### config.mk
export PLATFORM = sky130hd
export DESIGN_NAME = elem_cmd_issuer
export DESIGN_NICKNAME = d
export VERILOG_FILES = /design/src/rtl/elem_cmd_pkg.sv /design/src/rtl/elem_cmd_issuer.sv
export SDC_FILE = /design/constraint.sdc
export NUM_CORES = 1
export LEC_CHECK = 0
export BUFFER_PORTS_ARGS = -buffer_cell sky130_fd_sc_hd__buf_4
export CORE_MARGIN = 1
export CORE_UTILIZATION = 40
export DETAILED_ROUTE_END_ITERATION = 12
export SETUP_SLACK_MARGIN = 0.05
export SYNTH_ARGS = -nofsm -noshare
export SYNTH_HDL_FRONTEND = slang
export SYNTH_SLANG_ARGS = --single-unit
### constraint.sdc
create_clock -name clk -period 10.6 [get_ports clk]
set_input_delay 1.59 -clock clk [delete_from_list [all_inputs] [get_ports clk]]
set_output_delay 1.59 -clock clk [all_outputs]
set_load 0.05 [all_outputs]
### src/rtl/elem_cmd_pkg.sv
`default_nettype none
// ============================================================================
//  Module   : elem_cmd_pkg
//  Purpose  : Shared types for the element command issuer.
//             - 128-bit command layout.
//             - Field widths.
//             - FSM state constants.
//             - Modular trigger-time compare.
//  Revision : 1.0  initial release
// ============================================================================
package elem_cmd_pkg;

    localparam int TCNT_W = 27;
    localparam int ENV_W  = 12;
    localparam int FREQ_W = 9;
    localparam int PINI_W = 17;
    localparam int AMP_W  = 16;
    localparam int MODE_W = 2;
    localparam int RSVD_W = 17;

    // Everything the issuer keeps from a command (reserved bits excluded).
    // Declared MSB first, so trigt occupies bits [26:0].
    typedef struct packed {
        logic [MODE_W-1:0] mode;      // [110:109]
        logic [AMP_W-1:0]  ampy;      // [108:93]
        logic [AMP_W-1:0]  ampx;      // [92:77]
        logic [PINI_W-1:0] pini;      // [76:60]
        logic [FREQ_W-1:0] freqaddr;  // [59:51]
        logic [ENV_W-1:0]  envlength; // [50:39]
        logic [ENV_W-1:0]  envstart;  // [38:27]
        logic [TCNT_W-1:0] trigt;     // [26:0]
    } cmd_fields_t;

    typedef struct packed {
        logic [RSVD_W-1:0] rsvd;      // [127:111], ignored
        cmd_fields_t       f;
    } cmd_t;

    // Issuer FSM states
    typedef logic [1:0] state_t;
    localparam state_t ST_IDLE = 2'd0;
    localparam state_t ST_WAIT = 2'd1;
    localparam state_t ST_HOLD = 2'd2;

    typedef enum logic [1:0] {
        TD_ONTIME = 2'd0,
        TD_LATE   = 2'd1,
        TD_EARLY  = 2'd2
    } tdiff_e;

    // Classifies the current time against a trigger time.
    // The compare works modulo 2^TCNT_W:
    // - A difference in the lower half-range counts as "already passed".
    // - The upper half-range counts as "still in the future".
    // This makes counter wrap-around transparent.
    function automatic tdiff_e tdiff_state(input logic [TCNT_W-1:0] tcnt,
                                           input logic [TCNT_W-1:0] trigt);
        logic [TCNT_W-1:0] d;
        d = tcnt - trigt;
        if (d == '0)
            return TD_ONTIME;
        else if (!d[TCNT_W-1])
            return TD_LATE;
        else
            return TD_EARLY;
    endfunction

endpackage
`default_nettype wire

### src/rtl/elem_cmd_issuer.sv
`default_nettype none
// ============================================================================
//  Module   : elem_cmd_issuer
//  Purpose  : Producer side of the element command interface.
//             - Takes one timestamped command at a time from a valid/ready
//               stream.
//             - Holds it until the shared time counter reaches its trigger
//               time.
//             - Then presents the decoded fields with a one-cycle cmdstb.
//             - Late and busy-collided fires pulse late_err and bump a
//               saturating counter.
//  Ports    : clk, reset        - clock, synchronous active-high reset
//             cmd/cmd_valid/cmd_ready - 128-bit command stream
//             tcnt, busy        - element time counter and busy flag
//             envstart..mode    - decoded fields, change only with cmdstb
//             cmdstb            - one-cycle strobe, fields valid
//             elem_reset        - reset delayed by one register
//             late_err/late_cnt - late/collision pulse and saturating count
//             idle              - no command held and none offered
//  Revision : 1.0  initial release
// ============================================================================
module elem_cmd_issuer
    import elem_cmd_pkg::*;
#(
    parameter int TCNTWIDTH      = 27,
    parameter int ENV_ADDRWIDTH  = 12,
    parameter int FREQ_ADDRWIDTH = 9,
    parameter int LATECNTWIDTH   = 16
) (
    input  logic                      clk,
    input  logic                      reset,
    input  logic [127:0]              cmd,
    input  logic                      cmd_valid,
    output logic                      cmd_ready,
    input  logic [TCNTWIDTH-1:0]      tcnt,
    input  logic                      busy,
    output logic [ENV_ADDRWIDTH-1:0]  envstart,
    output logic [ENV_ADDRWIDTH-1:0]  envlength,
    output logic [FREQ_ADDRWIDTH-1:0] freqaddr,
    output logic [16:0]               pini,
    output logic [15:0]               ampx,
    output logic [15:0]               ampy,
    output logic [1:0]                mode,
    output logic                      cmdstb,
    output logic                      elem_reset,
    output logic                      late_err,
    output logic [LATECNTWIDTH-1:0]   late_cnt,
    output logic                      idle
);

    cmd_t        cmd_w;
    logic        unused_rsvd;
    state_t      state_q, state_d;
    cmd_fields_t held_q, held_d;
    tdiff_e      td_w;
    logic        accept_w;
    logic        fire_w;
    logic        late_w;

    logic                      cmdstb_q;
    logic                      late_err_q;
    logic                      elem_reset_q;
    logic [LATECNTWIDTH-1:0]   late_cnt_q;
    logic [ENV_ADDRWIDTH-1:0]  envstart_q;
    logic [ENV_ADDRWIDTH-1:0]  envlength_q;
    logic [FREQ_ADDRWIDTH-1:0] freqaddr_q;
    logic [16:0]               pini_q;
    logic [15:0]               ampx_q;
    logic [15:0]               ampy_q;
    logic [1:0]                mode_q;

    assign cmd_w       = cmd;
    assign unused_rsvd = ^cmd_w.rsvd;

    assign td_w = tdiff_state(tcnt, held_q.trigt);

    // Not ready in the strobe cycle right after a fire, which keeps strobes
    // at least three cycles apart; never ready while reset is asserted.
    assign cmd_ready = (state_q == ST_IDLE) && !cmdstb_q && !reset;
    assign accept_w  = cmd_valid && cmd_ready;

    always_comb begin
        state_d = state_q;
        held_d  = held_q;
        fire_w  = 1'b0;
        late_w  = 1'b0;
        case (state_q)
            ST_IDLE: begin
                if (accept_w) begin
                    held_d  = cmd_w.f;
                    state_d = ST_WAIT;
                end
            end
            ST_WAIT: begin
                case (td_w)
                    TD_ONTIME: begin
                        if (busy)
                            state_d = ST_HOLD;
                        else
                            fire_w = 1'b1;
                    end
                    // Late fires go out regardless of busy
                    TD_LATE: begin
                        fire_w = 1'b1;
                        late_w = 1'b1;
                    end
                    default: ;
                endcase
            end
            ST_HOLD: begin
                if (!busy) begin
                    fire_w = 1'b1;
                    late_w = 1'b1;
                end
            end
            default: state_d = ST_IDLE;
        endcase
        if (fire_w)
            state_d = ST_IDLE;
    end

    always_ff @(posedge clk) begin
        elem_reset_q <= reset;
        if (reset) begin
            state_q     <= ST_IDLE;
            held_q      <= '0;
            cmdstb_q    <= 1'b0;
            late_err_q  <= 1'b0;
            late_cnt_q  <= '0;
            envstart_q  <= '0;
            envlength_q <= '0;
            freqaddr_q  <= '0;
            pini_q      <= '0;
            ampx_q      <= '0;
            ampy_q      <= '0;
            mode_q      <= '0;
        end else begin
            state_q    <= state_d;
            held_q     <= held_d;
            cmdstb_q   <= fire_w;
            late_err_q <= late_w;
            if (fire_w) begin
                envstart_q  <= held_q.envstart;
                envlength_q <= held_q.envlength;
                freqaddr_q  <= held_q.freqaddr;
                pini_q      <= held_q.pini;
                ampx_q      <= held_q.ampx;
                ampy_q      <= held_q.ampy;
                mode_q      <= held_q.mode;
            end
            if (late_w && (late_cnt_q != {LATECNTWIDTH{1'b1}}))
                late_cnt_q <= late_cnt_q + 1'b1;
        end
    end

    assign envstart   = envstart_q;
    assign envlength  = envlength_q;
    assign freqaddr   = freqaddr_q;
    assign pini       = pini_q;
    assign ampx       = ampx_q;
    assign ampy       = ampy_q;
    assign mode       = mode_q;
    assign cmdstb     = cmdstb_q;
    assign late_err   = late_err_q;
    assign late_cnt   = late_cnt_q;
    assign elem_reset = elem_reset_q;
    assign idle       = (state_q == ST_IDLE) && !cmd_valid;

endmodule
`default_nettype wire

==> flow_summary.json <==
{
  "multi_input_area_sq_um": 5520,
  "dieArea_sq_um": 26500,
  "tightestPinTransition_ps": 1010,
  "avgSynthCellArea_sq_um": 8.19,
  "cts_hold_buf": 0,
  "period_needed_ps": 5060,
  "synth-edff-count": 0,
  "clk_path_buf_depth": 3,
  "finalHoldViolations": 0,
  "yosysSeqAreaShare_pct": 41.8,
  "layout_commonest_cell": "nand2_1",
  "area_growth_pct": 26.9,
  "rows": 58,
  "worstPathBufferInverterCount": 3,
  "p_sw_w": 0.000597,
  "grt_pass1_vias": 8398,
  "numCtsBuffers": 25,
  "max_freq_mhz": 198,
  "die_h_um": 163,
  "arrival_ps": 5470,
  "rsz0062_at_grt": "no",
  "drt_wl_total_um": 26200,
  "cts_resized": 0,
  "yosysWarnings": 0,
  "fp.coreArea_sq_um": 25300,
  "fp.dieW_um": 163,
  "syn_nets": 1453,
  "synth_top_area_cell": "dfxtp_1",
  "ys_ff_latch": 216,
  "drive_gt1_share_pct": 20.4,
  "drt-wirelength-per-cell_um": 14.5,
  "post-synth-top-area-fraction_pct": 41.8,
  "dp.cells": 1761,
  "setup_ws_ps": 5540,
  "dp_slack_ps": 4990,
  "ff2ff_setup_slack_ps": 6440,
  "crit_start": "tcnt[0]",
  "relSlewSlack_pct": 32.4,
  "initial_utilization_pct": 41.0,
  "hp-start": "held_q[35]",
  "cts_tree": "yes",
  "status": "finished clean",
  "swShare_pct": 28.0,
  "worstPathMaxFanout": 29,
  "final_max_slew_viol_count": 0,
  "clock_skew_ps": 13.1,
  "ant_nets": 0,
  "finalSetupViolCount": 0,
  "drt_iter0_markers": 578,
  "critPathSlowestCell": "a311o_1",
  "setup-tns-final_ps": 0,
  "numPortBuffers": 246,
  "grt_max_degree": 113,
  "layout_common_cells": "260 x nand2_1, 251 x buf_4, 216 x dfxtp_1, 176 x nand2b_1, 154 x a21oi_1",
  "leakage_nw": 5.06,
  "drc": 0,
  "startpoint_type": "input port",
  "cts-root-buf": "clkbuf_16",
  "track_usage_pct": 19.4,
  "synth_area_sq_um": 10300,
  "cell_internal_pwr_w": 0.00154,
  "combPwrFrac_pct": 18.6,
  "antenna_found_initial": 0,
  "nets": 1648,
  "antenna_cells": 0,
  "grt_pass1_wl_um": 42300,
  "p_seq_share_pct": 40.8,
  "synthTopCellsByArea": "dfxtp_1 42%, nand2b_1 11%, nand2_1 9.5%, mux2i_1 8.4%, a21oi_1 7.4%",
  "reg2reg_from": "held_q[0]",
  "cts.sinks": 216,
  "p_per_area_nw_per_um2": 163,
  "required_ps": 11000,
  "hpwl_um": 17800,
  "async_reset_ff_share_pct": 0,
  "synthCells": 1263,
  "crit_path_end_kind": "flop",
  "hold_class": "reg2reg",
  "fillerInstances": 2477,
  "synthDistinctLibCells": 58,
  "cts-htree-levels": 1,
  "clk_latency_ps": 520,
  "drv_cap": 0,
  "crit_chain": "buf_4 -> inv_1 -> ha_1 -> inv_1 -> fa_1 -> nand3_1 -> a21oi_1 -> nand2b_1 -> a21oi_1 -> mux2_2 -> or4_1 -> nor4_2 -> a311o_1 -> nor4_1 -> mux2_1",
  "post-cts-setup-buffers": 0,
  "vdd_drop_max_v": 0.000103,
  "max_stage_delay_ps": 870,
  "p_clk_share_pct": 40.6,
  "final_cells": 1804,
  "path_class": "in2reg",
  "synth_ff_type": "dfxtp_1",
  "design.portCount": 264,
  "seq_area_sq_um": 4320,
  "detailroute.via_count": 8916,
  "path_delay_family": "simple AND/OR/NAND/NOR gates",
  "first_pass_iters": 5,
  "min_period_over_period_pct": 47.8,
  "gp_congestion": 0.827,
  "viasPerCell": 4.94,
  "gr-total-overflow": 0,
  "clk_pin_slew_worst_paths_ps": 60
}
==> power groups by stage <==
stage	clock network, W	registers (W)	logic, W
global route	0.000926	0.000878	0.000442
CTS	0.000893	0.000873	0.000401
finish	0.000867	0.000873	0.000397
detailed placement	0	0.000890	0.000400
global placement	0	0.000889	0.000397
floorplan	0	0.000901	0.000271
==> registers in the layout, summed over array words and instances, names as in the netlist <==
register    flops
freqaddr        9
ampy           16
state_q         2
late_err        1
mode            2
envstart       12
envlength      12
pini           17
cmdstb          1
elem_reset      1
held_q        111
ampx           16
late_cnt       16
==> Yosys cell counts (5+ instances only) <==
master    number
a211oi_1       5
a21oi_1      154
and2_1         5
and3_1        10
buf_2         17
clkbuf_1      63
dfxtp_1      216
ha_1          30
inv_1         42
mux2i_1       87
nand2_1      261
nand2b_1     176
nand3_1       15
nand4_1        9
nor2_1        34
nor2b_1        6
o211ai_1       6
o21ai_0       20
o21ai_1        9
o31ai_1        5
or3_1          9
or4_1          5
xnor2_1        8
xor2_1         7
==> metrics by stage <==
step	cell area, sq um	util [%]	hold WS (ps)	power, W
CTS	13100	52.0	455	0.00217
detailed placement	12300	48.8	447	0.00129
floorplan	10300	-	436	0.00117
finish	13100	52.0	453	0.00214
global placement	12300	48.8	442	0.00129
global route	13100	52.0	471	0.00225
==> worst paths after layout <==
kind                                     to  depth (start not counted)
worst min-delay path             held_q[35]                          2
worst max-delay path            late_cnt[5]                         15
worst min register to register   held_q[35]                          2
worst max register to register  late_cnt[5]                         13
==> layer usage <==
metal | up-vias | wire (um) | global-route usage, %
met1 | 4084 | 12100 | 25.4
met4 | 0 | 625 | 5.56
met5 | - | 0 | 0
met3 | 32 | 1530 | 4.15
met2 | 209 | 11900 | 31.8
li1 | 4591 | - | -
==> logic make-up (layout without fill, tap and decap cells) <==
family / count (synthesis) / after routing / synth area share, %
buffers and inverters: 126 / 337 / 5.07
adder cells (fa/ha/maj): 31 / 31 / 3.82
multiplexers: 93 / 93 / 9.07
AO/OA/AOI/OAI: 232 / 232 / 12.7
flip-flops: 216 / 216 / 41.8
AND/OR/NAND/NOR: 550 / 550 / 26.3
XOR/XNOR: 15 / 15 / 1.27
==> worst min-delay path, cell delays in order (launching register included) <==
cell     delay (ps)
dfxtp_1         310
nand2_1          50
a21oi_1          50
==> cell type report <==
type | count | share of cell area [%]
repair buffers | 252 | 14.4
clock buffers | 33 | 5.22
flip-flops and latches | 216 | 32.9
inverters | 42 | 1.20
well taps | 330 | 3.14
clock inverters | 10 | 1.03
multi-input cells | 921 | 42.0
No activity file was read; power rests on OpenSTA's default activity.
